===== config.mk =====
export PLATFORM = sky130hd
export DESIGN_NAME = ifu_prefetch
export DESIGN_NICKNAME = d
export VERILOG_FILES = /design/src/rtl/ifu_pkg.sv /design/src/rtl/ifu_ibuf.sv /design/src/rtl/ifu_prefetch.sv
export SDC_FILE = /design/constraint.sdc
export NUM_CORES = 1
export LEC_CHECK = 0
export ABC_AREA = 1
export CAP_MARGIN = 0
export CORE_AREA = 2 2 181 183
export CTS_BUF_LIST = sky130_fd_sc_hd__clkbuf_2
export DETAILED_ROUTE_END_ITERATION = 12
export DIE_AREA = 0 0 183 185
export GPL_TIMING_DRIVEN = 0
export PLACE_DENSITY = 0.74
export RECOVER_POWER = 100
export REMOVE_ABC_BUFFERS = 1
export SLEW_MARGIN = 10
export SYNTH_ARGS = -nofsm -noshare
export SYNTH_HDL_FRONTEND = slang
export SYNTH_HIERARCHICAL = 1
export SYNTH_SLANG_ARGS = --single-unit

===== constraint.sdc =====
create_clock -name clk -period 5.15 [get_ports clk]
set_clock_uncertainty 0.05 [all_clocks]
set_input_delay 1.2875 -clock clk [delete_from_list [all_inputs] [get_ports clk]]
set_output_delay 1.2875 -clock clk [all_outputs]
set_load 0.01 [all_outputs]

===== src/rtl/ifu_pkg.sv =====
// Shared types and constants for the instruction fetch unit.
package ifu_pkg;

   localparam int INSN_BYTES = 4;
   localparam int IFU_AW     = 32;
   localparam int IFU_DW     = 32;

   typedef struct packed {
      logic [IFU_AW-1:0] pc;
      logic [IFU_DW-1:0] ir;
   } ibuf_entry_t;

endpackage


===== src/rtl/ifu_ibuf.sv =====
// Instruction buffer: synchronous FIFO of {pc, ir} entries with a priority flush.
module ifu_ibuf
   import ifu_pkg::*;
#(
   parameter int  DEPTH   = 4,
   parameter type entry_t = ibuf_entry_t
) (
   input  logic                       clk,
   input  logic                       rst_n,
   input  logic                       push,
   input  logic                       pop,
   input  logic                       flush,
   input  entry_t                     din,
   output logic                       full,
   output logic                       empty,
   output logic [$clog2(DEPTH+1)-1:0] count,
   output entry_t                     head
);

   localparam int PW = $clog2(DEPTH);
   localparam int CW = $clog2(DEPTH+1);

   entry_t        mem [DEPTH];
   logic [PW-1:0] wr_ptr;
   logic [PW-1:0] rd_ptr;
   logic          do_push;
   logic          do_pop;

   assign do_push = push & ~flush;
   assign do_pop  = pop & ~flush & ~empty;
   assign empty   = (count == '0);
   assign full    = (count == CW'(DEPTH));
   assign head    = mem[rd_ptr];

   always_ff @(posedge clk or negedge rst_n) begin
      if (!rst_n) begin
         wr_ptr <= '0;
         rd_ptr <= '0;
         count  <= '0;
      end else if (flush) begin
         wr_ptr <= '0;
         rd_ptr <= '0;
         count  <= '0;
      end else begin
         if (do_push) wr_ptr <= wr_ptr + 1'b1;
         if (do_pop)  rd_ptr <= rd_ptr + 1'b1;
         case ({do_push, do_pop})
            2'b10:   count <= count + 1'b1;
            2'b01:   count <= count - 1'b1;
            default: count <= count;
         endcase
      end
   end

   // Storage carries data only, so it is left out of reset.
   always_ff @(posedge clk) begin
      if (do_push) mem[wr_ptr] <= din;
   end

endmodule


===== src/rtl/ifu_prefetch.sv =====
// Instruction prefetch unit: credit-limited sequential fetch feeding an in-order instruction buffer.
// Optional performance counters are built when IFU_PERF_CNT_EN is defined.
module ifu_prefetch
   import ifu_pkg::*;
#(
   parameter int             AW       = 32,
   parameter int             DW       = 32,
   parameter int             DEPTH    = 4,
   parameter int             MAX_OUTS = 2,
   parameter logic [AW-1:0]  RESET_PC = '0
) (
   input  logic          clk,
   input  logic          rst_n,
   output logic          ifetch_req_vld,
   input  logic          ifetch_req_rdy,
   output logic [AW-1:0] ifetch_req_pc,
   input  logic          ifetch_rsp_vld,
   output logic          ifetch_rsp_rdy,
   input  logic [DW-1:0] ifetch_rsp_ir,
   output logic          iexec_req_vld,
   input  logic          iexec_req_rdy,
   output logic [AW-1:0] iexec_req_pc,
   output logic [DW-1:0] iexec_req_ir,
   input  logic          redir_vld,
   input  logic [AW-1:0] redir_pc,
   output logic [31:0]   perf_fetch_cnt,
   output logic [31:0]   perf_drop_cnt
);

   localparam int IW = $clog2(MAX_OUTS+1);
   localparam int CW = $clog2(DEPTH+1);
   localparam int QW = (MAX_OUTS > 1) ? $clog2(MAX_OUTS) : 1;

   typedef struct packed {
      logic [AW-1:0] pc;
      logic [DW-1:0] ir;
   } entry_t;

   logic          run;
   logic [AW-1:0] fetch_pc;
   logic [IW-1:0] inflight;
   logic [IW-1:0] drop_cnt;
   logic [AW-1:0] pcq [MAX_OUTS];
   logic [QW-1:0] pcq_wr;
   logic [QW-1:0] pcq_rd;
   logic          credit;
   logic          req_hsk;
   logic          rsp_hsk;
   logic          rsp_keep;
   logic          exec_hsk;
   logic [CW-1:0] count;
   logic          ibuf_full;
   logic          ibuf_empty;
   entry_t        ibuf_din;
   entry_t        ibuf_head;

   function automatic logic [QW-1:0] pcq_next(input logic [QW-1:0] p);
      return (int'(p) == MAX_OUTS-1) ? '0 : p + 1'b1;
   endfunction

   // Buffer space is reserved at request time, so responses never need back-pressure.
   assign credit         = (int'(inflight) < MAX_OUTS) && (int'(inflight) + int'(count) < DEPTH);
   assign ifetch_req_vld = run & ~redir_vld & credit;
   assign ifetch_req_pc  = fetch_pc;
   assign ifetch_rsp_rdy = run;

   assign req_hsk  = ifetch_req_vld & ifetch_req_rdy;
   assign rsp_hsk  = ifetch_rsp_vld & ifetch_rsp_rdy;
   assign rsp_keep = rsp_hsk & ~redir_vld & (drop_cnt == '0);

   assign iexec_req_vld = ~ibuf_empty & ~redir_vld;
   assign exec_hsk      = iexec_req_vld & iexec_req_rdy;
   assign iexec_req_pc  = ibuf_head.pc;
   assign iexec_req_ir  = ibuf_head.ir;

   assign ibuf_din.pc = pcq[pcq_rd];
   assign ibuf_din.ir = ifetch_rsp_ir;

   always_ff @(posedge clk or negedge rst_n) begin
      if (!rst_n) begin
         run      <= 1'b0;
         fetch_pc <= RESET_PC;
         inflight <= '0;
         drop_cnt <= '0;
         pcq_wr   <= '0;
         pcq_rd   <= '0;
      end else begin
         run <= 1'b1;
         if (req_hsk) pcq_wr <= pcq_next(pcq_wr);
         if (rsp_hsk) pcq_rd <= pcq_next(pcq_rd);
         case ({req_hsk, rsp_hsk})
            2'b10:   inflight <= inflight + 1'b1;
            2'b01:   inflight <= inflight - 1'b1;
            default: inflight <= inflight;
         endcase
         // inflight already counts responses still owed to earlier redirects,
         // so every outstanding fetch becomes stale here.
         if (redir_vld) begin
            fetch_pc <= redir_pc;
            drop_cnt <= inflight - IW'(rsp_hsk);
         end else begin
            if (req_hsk) fetch_pc <= fetch_pc + AW'(INSN_BYTES);
            if (rsp_hsk && drop_cnt != '0) drop_cnt <= drop_cnt - 1'b1;
         end
      end
   end

   always_ff @(posedge clk) begin
      if (req_hsk) pcq[pcq_wr] <= fetch_pc;
   end

   ifu_ibuf #(
      .DEPTH   (DEPTH),
      .entry_t (entry_t)
   ) u_ibuf (
      .clk   (clk),
      .rst_n (rst_n),
      .push  (rsp_keep),
      .pop   (exec_hsk),
      .flush (redir_vld),
      .din   (ibuf_din),
      .full  (ibuf_full),
      .empty (ibuf_empty),
      .count (count),
      .head  (ibuf_head)
   );

   a_no_push_full: assert property (@(posedge clk) disable iff (!rst_n) !(rsp_keep && ibuf_full));

`ifdef IFU_PERF_CNT_EN
   logic [31:0] fetch_cnt_q;
   logic [31:0] drop_cnt_q;

   always_ff @(posedge clk or negedge rst_n) begin
      if (!rst_n) begin
         fetch_cnt_q <= '0;
         drop_cnt_q  <= '0;
      end else begin
         if (req_hsk)              fetch_cnt_q <= fetch_cnt_q + 32'd1;
         if (rsp_hsk && !rsp_keep) drop_cnt_q  <= drop_cnt_q + 32'd1;
      end
   end

   assign perf_fetch_cnt = fetch_cnt_q;
   assign perf_drop_cnt  = drop_cnt_q;
`else
   assign perf_fetch_cnt = '0;
   assign perf_drop_cnt  = '0;
`endif

endmodule

==> results of run 1 <==
-- cell usage in the layout, fill, tap and decap left out, types with 2 or more instances in the layout --
master,count
edfxtp_1,320
buf_16,3
ha_1,9
buf_12,2
dlygate4sd3_1,127
o22ai_1,64
nand2_2,6
o21bai_1,4
clkinv_2,4
nor2_2,3
conb_1,65
a21oi_1,4
nor2_1,185
inv_2,3
clkinvlp_4,3
nand2_1,302
clkbuf_1,7
clkdlybuf4s50_1,39
inv_1,62
nor2_4,5
o21ai_1,47
dfrtp_4,2
clkbuf_2,140
clkinv_1,16
o21ai_0,94
nand4_1,2
nand3_2,8
xor2_1,8
nand3_1,51
xnor2_1,6
o211ai_1,4
dfrtp_1,44
-- metrics by stage --
| stage | hold slack (ns) | cells | cell area [µm²] | utilization, % |
|---|---|---|---|---|
| after floorplan | 0.451 | 1307 | 15000 | - |
| after global placement | 0.435 | 1883 | 17200 | 53.8 |
| after detailed placement | 0.448 | 1897 | 17600 | 55.0 |
| after CTS | 0.236 | 2056 | 18400 | 57.4 |
| after global routing | 0.466 | 2057 | 18200 | 56.7 |
| final | 0.454 | 2057 | 18200 | 56.7 |
-- worst max path at each step --
stage                         to  cells after the start
2_1_floorplan   u_ibuf/mem[0][0]                      5
3_3_place_gp   u_ibuf/mem[3][21]                      6
3_5_place_dp      ifetch_req_vld                      5
4_1_cts         iexec_req_pc[31]                      5
5_1_grt         iexec_req_pc[31]                      4
6_report        u_ibuf/mem[1][2]                      8
-- worst max-delay path, stage by stage --
cell      delay (ns)
buf_2           0.37
clkinv_2        0.44
nand2_1         0.09
nor2_1          0.18
nand2_1         0.16
nor2_1          1.68
clkbuf_2        0.82
buf_12          0.28
-- power breakdown --
part / internal, mW / switching (mW)
Clock: 0.707 / 1.10
Combinational: 0.419 / 0.697
Sequential: 3.48 / 0.204
-- sequential cells by signal, indices dropped and copies added (netlist names) --
signal	count
drop_cnt	2
ifetch_req_pc	32
ifetch_rsp_rdy	1
inflight	2
pcq	64
pcq_rd	1
pcq_wr	1
u_ibuf/count	3
u_ibuf/mem	256
u_ibuf/rd_ptr	2
u_ibuf/wr_ptr	2
-- layout make-up --
cell class,instances,area (µm²),area share (%)
Sequential cell,366,10800,59.2
Multi-Input combinational cell,872,4010,22.1
Timing Repair Buffer,182,1830,10.1
Clock buffer,137,686,3.77
Tap cell,408,510,2.81
Inverter,69,270,1.49
Clock inverter,22,103,0.564
Antenna cell,1,2.50,0.0138
-- metal layers --
layer	track usage, %	vias to the layer above	part of all wire (%)
met2	33.5	421	47
met3	4.44	65	7.5
li1	-	5083	-
met1	25.8	5023	43
met4	7.71	0	2.3
met5	0	-	0
-- what timing repair did --
action | CTS | global route
buffers inserted | 0 | 0
gates resized for setup | 1 | 0
endpoints found under the setup margin | 1 | 0
hold buffers | 0 | 0
==> results.cfg, run 1 <==
[outcome]
status = finished, violations left
violations = max-capacitance violations, max-slew violations

[global_route]
grt_first_pass_wirelength_um = 53000
gr-usage-all-layers_pct = 20.1
grt_overflow_total = 0
grt_start_max_net_pins = 130
grt_antenna_before_repair = 1
via_count_of_the_first_global_routing_pass = 10240

[yosys]
synthesized_netlist_cell_count = 1367
postSynthAreaPerCell_um2 = 11.5
yosysWarningCount = 6
syn-cell-area_um2 = 15700

[timing]
report.final.hold_viol_count = 0
finalSetupViolCount = 0
maxClockFrequency_ghz = 0.203
period_share_pct = 95.4
timing_worst_slew_pin_value_ns = 2.27
final.min_clock_period_ns = 4.91
rsz0062_at_grt = no
fin_setup_tns_ns = 0
final_max_slew_viol_count = 140
slew-limit-headroom_pct = -51.7
final_critical_path_setup_slack_ns = 0.235

[run]
drv.max_cap_violation_count = 6

[critical_path]
cp-startpoint = redir_vld
worstPathArrival_ns = 5.35
timing.rr.end = u_ibuf/mem[1][2]
required_ns = 5.59
worst-path-max-fanout = 42
critical_path_class = primary input to flip-flop
critical_path.endpoint_type = flip-flop
timing.reg2reg.worst_path_depth = 8
timing.critical_path.from_type = primary input
r2r_slack_ns = 0.87
worstReg2RegStart = drop_cnt[0]

[detailed_routing]
detailroute.via_count = 10592
routed_wirelength_um = 34300
drtIter0Drc = 776
wire_per_inst_um = 16.7
detail_route.first_pass.iterations = 5
detailed_route_drc_error_count = 0
antenna_violating_nets_post_route = 0
avgViaCountPerCell = 5.15

[power]
irDropWorstVdd_mv = 0.168
power.total_mw = 6.61
total_leakage_power_nw = 6.98
cellPowerDensity_nw_per_um2 = 363

[cts]
cts_tree = yes
clk_latency_ns = 0.89
clock_tree_buffer_depth = 3
cts-root-buf = clkbuf_2
cts_sinks = 366
cts_max_level = 3
cts-buffers-inserted = 91
cts.reportedPaths.clkPinSlew_ns = 0.10

[final_layout]
layout_cell_share_with_drive_strength_beyond_1_pct = 11.2
area_delta_synth_final_pct = 15.8
number_of_fillers_in_the_final_layout = 2676
fin_nets = 1662

[hold_path]
holdPathStages = 0
hold-path-endpoint = pcq[1][0]
worst_hold_path_startpoint = ifetch_req_pc[0]
min-delay-path-class = flip-flop to flip-flop

[floorplan]
die_x_um = 183
fp.coreArea_um2 = 32000
floorplan.die_area_um2 = 33900
design.portCount = 233
num_rows = 66
floorplan.initialDensity_pct = 49.0
dieHeight_um = 185

[placement]
post-dp-hpwl_um = 21200
gp_congestion = 0.856
buffer_ports.inserted = 168
dpl_worst_slack_ns = 0.472
Power figures use the tool's default switching activity.
==> run 2: changes to the inputs <==
- DONT_BUFFER_PORTS: not set -> 1
- PLACE_DENSITY: 0.74 -> not set
==> run 2 against run 1 <==
  * The run still ends with max-capacitance violations, max-slew violations left
  * Sequential power about the same
  * Non-clock buffer count decreased by 167
  * Critical path depth did not move
  * Critical path type unchanged
  * Critical endpoint is now u_ibuf/mem[0][25]
  * Largest cell class unchanged
  * Largest power group unchanged
==> results.cfg, run 2 (same netlist as run 1, synthesis figures left out) <==
[outcome]
status = finished, violations left
violations = max-capacitance violations, max-slew violations

[cts]
cts.reportedPaths.clkPinSlew_ns = 0.10
cts-resized-gates = 0
cts-root-buf = clkbuf_2
cts_sinks = 366
cts_tree = yes
clock_tree_buffer_depth = 3
cts-buffers-inserted = 92
cts_max_level = 3
clk_latency_ns = 0.87

[hold_path]
holdPathStages = 0
worst_hold_path_startpoint = ifetch_rsp_ir[21]
hold-path-endpoint = u_ibuf/mem[3][21]
min-delay-path-class = primary input to flip-flop

[detailed_routing]
avgViaCountPerCell = 5.16
routed_wirelength_um = 33900
detailed_route_drc_error_count = 0
detail_route.first_pass.iterations = 5
wire_per_inst_um = 17.9
detailroute.via_count = 9761
drtIter0Drc = 442
antenna_violating_nets_post_route = 0

[placement]
gp_congestion = 0.828
placed_instance_count = 1729
dpl_worst_slack_ns = 1.35
post-dp-hpwl_um = 20400
buffer_ports.inserted = 0
place_area_um2 = 15900

[critical_path]
worstPathArrival_ns = 5.23
critical_path_class = primary input to flip-flop
worstReg2RegStart = drop_cnt[0]
worst-path-max-fanout = 42
critical_path.endpoint_type = flip-flop
cp-startpoint = redir_vld
r2r_slack_ns = 0.79
timing.critical_path.cells = clkinvlp_2 -> nand2_1 -> nor2_1 -> nand2_1 -> nor2_1 -> clkbuf_1 -> buf_12 -> clkbuf_2
required_ns = 5.59
cp_slowest_cell = clkbuf_1
timing.critical_path.slowest_cell_delay_ns = 1.05
timing.reg2reg.worst_path_depth = 9
timing.critical_path.from_type = primary input
timing.rr.end = u_ibuf/mem[0][25]

[timing]
period_share_pct = 93.2
report.final.hold_viol_count = 0
final_max_slew_viol_count = 93
final.min_clock_period_ns = 4.80
final_critical_path_setup_slack_ns = 0.352
maxClockFrequency_ghz = 0.208
slew-limit-headroom_pct = -78.2
finalSetupViolCount = 0
rsz0062_at_grt = no
fin_setup_tns_ns = 0
timing_worst_slew_pin_value_ns = 2.67

[final_layout]
layout_cell_share_with_drive_strength_beyond_1_pct = 12.4
post_layout_nonfiller_instances = 1892
area_delta_synth_final_pct = 5.24
fin_nets = 1496
layout.cells.most_common_list = 320 x edfxtp_1, 302 x nand2_1, 186 x nor2_1
largest_register_ffs = 256
regMostFlops = u_ibuf/mem
util_after_layout_pct = 51.5
leading_cell_type_in_the_layout_fill_and_taps_excluded = edfxtp_1
fin_area_um2 = 16500

[power]
cellPowerDensity_nw_per_um2 = 389
irDropWorstVdd_mv = 0.212
total_leakage_power_nw = 6.30

[floorplan]
fp.coreArea_um2 = 32000
die_x_um = 183
floorplan.die_area_um2 = 33900
design.portCount = 233
num_rows = 66
floorplan.initialDensity_pct = 49.0
dieHeight_um = 185

[run]
drv.max_cap_violation_count = 3

[global_route]
gr-usage-all-layers_pct = 20.1
grt_overflow_total = 0
grt_first_pass_wirelength_um = 52200
via_count_of_the_first_global_routing_pass = 9426
grt_antenna_before_repair = 3
grt_start_max_net_pins = 130
[run 2: changes by cell type in the layout (fill, tap and decap cells not counted), moves of 3 or more]
cell             before  now
o21ai_1              47   14
clkbuf_2            140  144
o21ai_0              94  127
clkdlybuf4s50_1      39    0
dlygate4sd3_1       127    0
clkinv_1             16   13
[run 2: what timing repair did]
action                                 CTS  global route
buffers inserted                         0             0
hold buffers                             1             0
endpoints found under the hold margin   46             0
[run 2: worst max path at each step]
stage                              to  slack (ns)
floorplan            u_ibuf/mem[0][0]        0.08
global placement    u_ibuf/mem[0][31]       -2.82
detailed placement  u_ibuf/mem[2][28]        1.35
CTS                  iexec_req_pc[17]        0.61
global route        u_ibuf/mem[0][13]        0.23
finish              u_ibuf/mem[0][25]        0.35
[run 2: through the flow]
stage,hold slack [ns],total power [mW]
global route,0.298,6.83
detailed placement,0.488,4.66
floorplan,0.451,4.33
finish,0.455,6.43
global placement,0.478,4.63
CTS,0.113,6.57
[run 2: cell type report]
class	instances	area (µm²)
fill	2900	15500
sequential	366	10800
multi-input combinational	872	3990
clock buffer	140	701
tap	408	510
inverter	69	268
timing repair buffer	15	165
clock inverter	19	106
antenna	3	7.51
[run 2: report_power, final]
| group | leakage, nW | switching, mW | internal, mW |
|---|---|---|---|
| sequential | 3.45 | 0.232 | 3.48 |
| clock | 0.637 | 1.12 | 0.764 |
| combinational | 2.21 | 0.614 | 0.232 |
| total | 6.30 | 1.96 | 4.47 |
[run 2: routing by layer]
metal / GRT usage (%) / part of all wire, %
met1: 24.9 / 42
met4: 7.49 / 2.1
met5: 0 / 0
met2: 33.1 / 48
met3: 6.63 / 7.8
[run 2: critical path, delay by kind of cell]
family	cells	cell delay [ns]
and+or+nand+nor	4	1.50
buffers and inverters	4	2.39
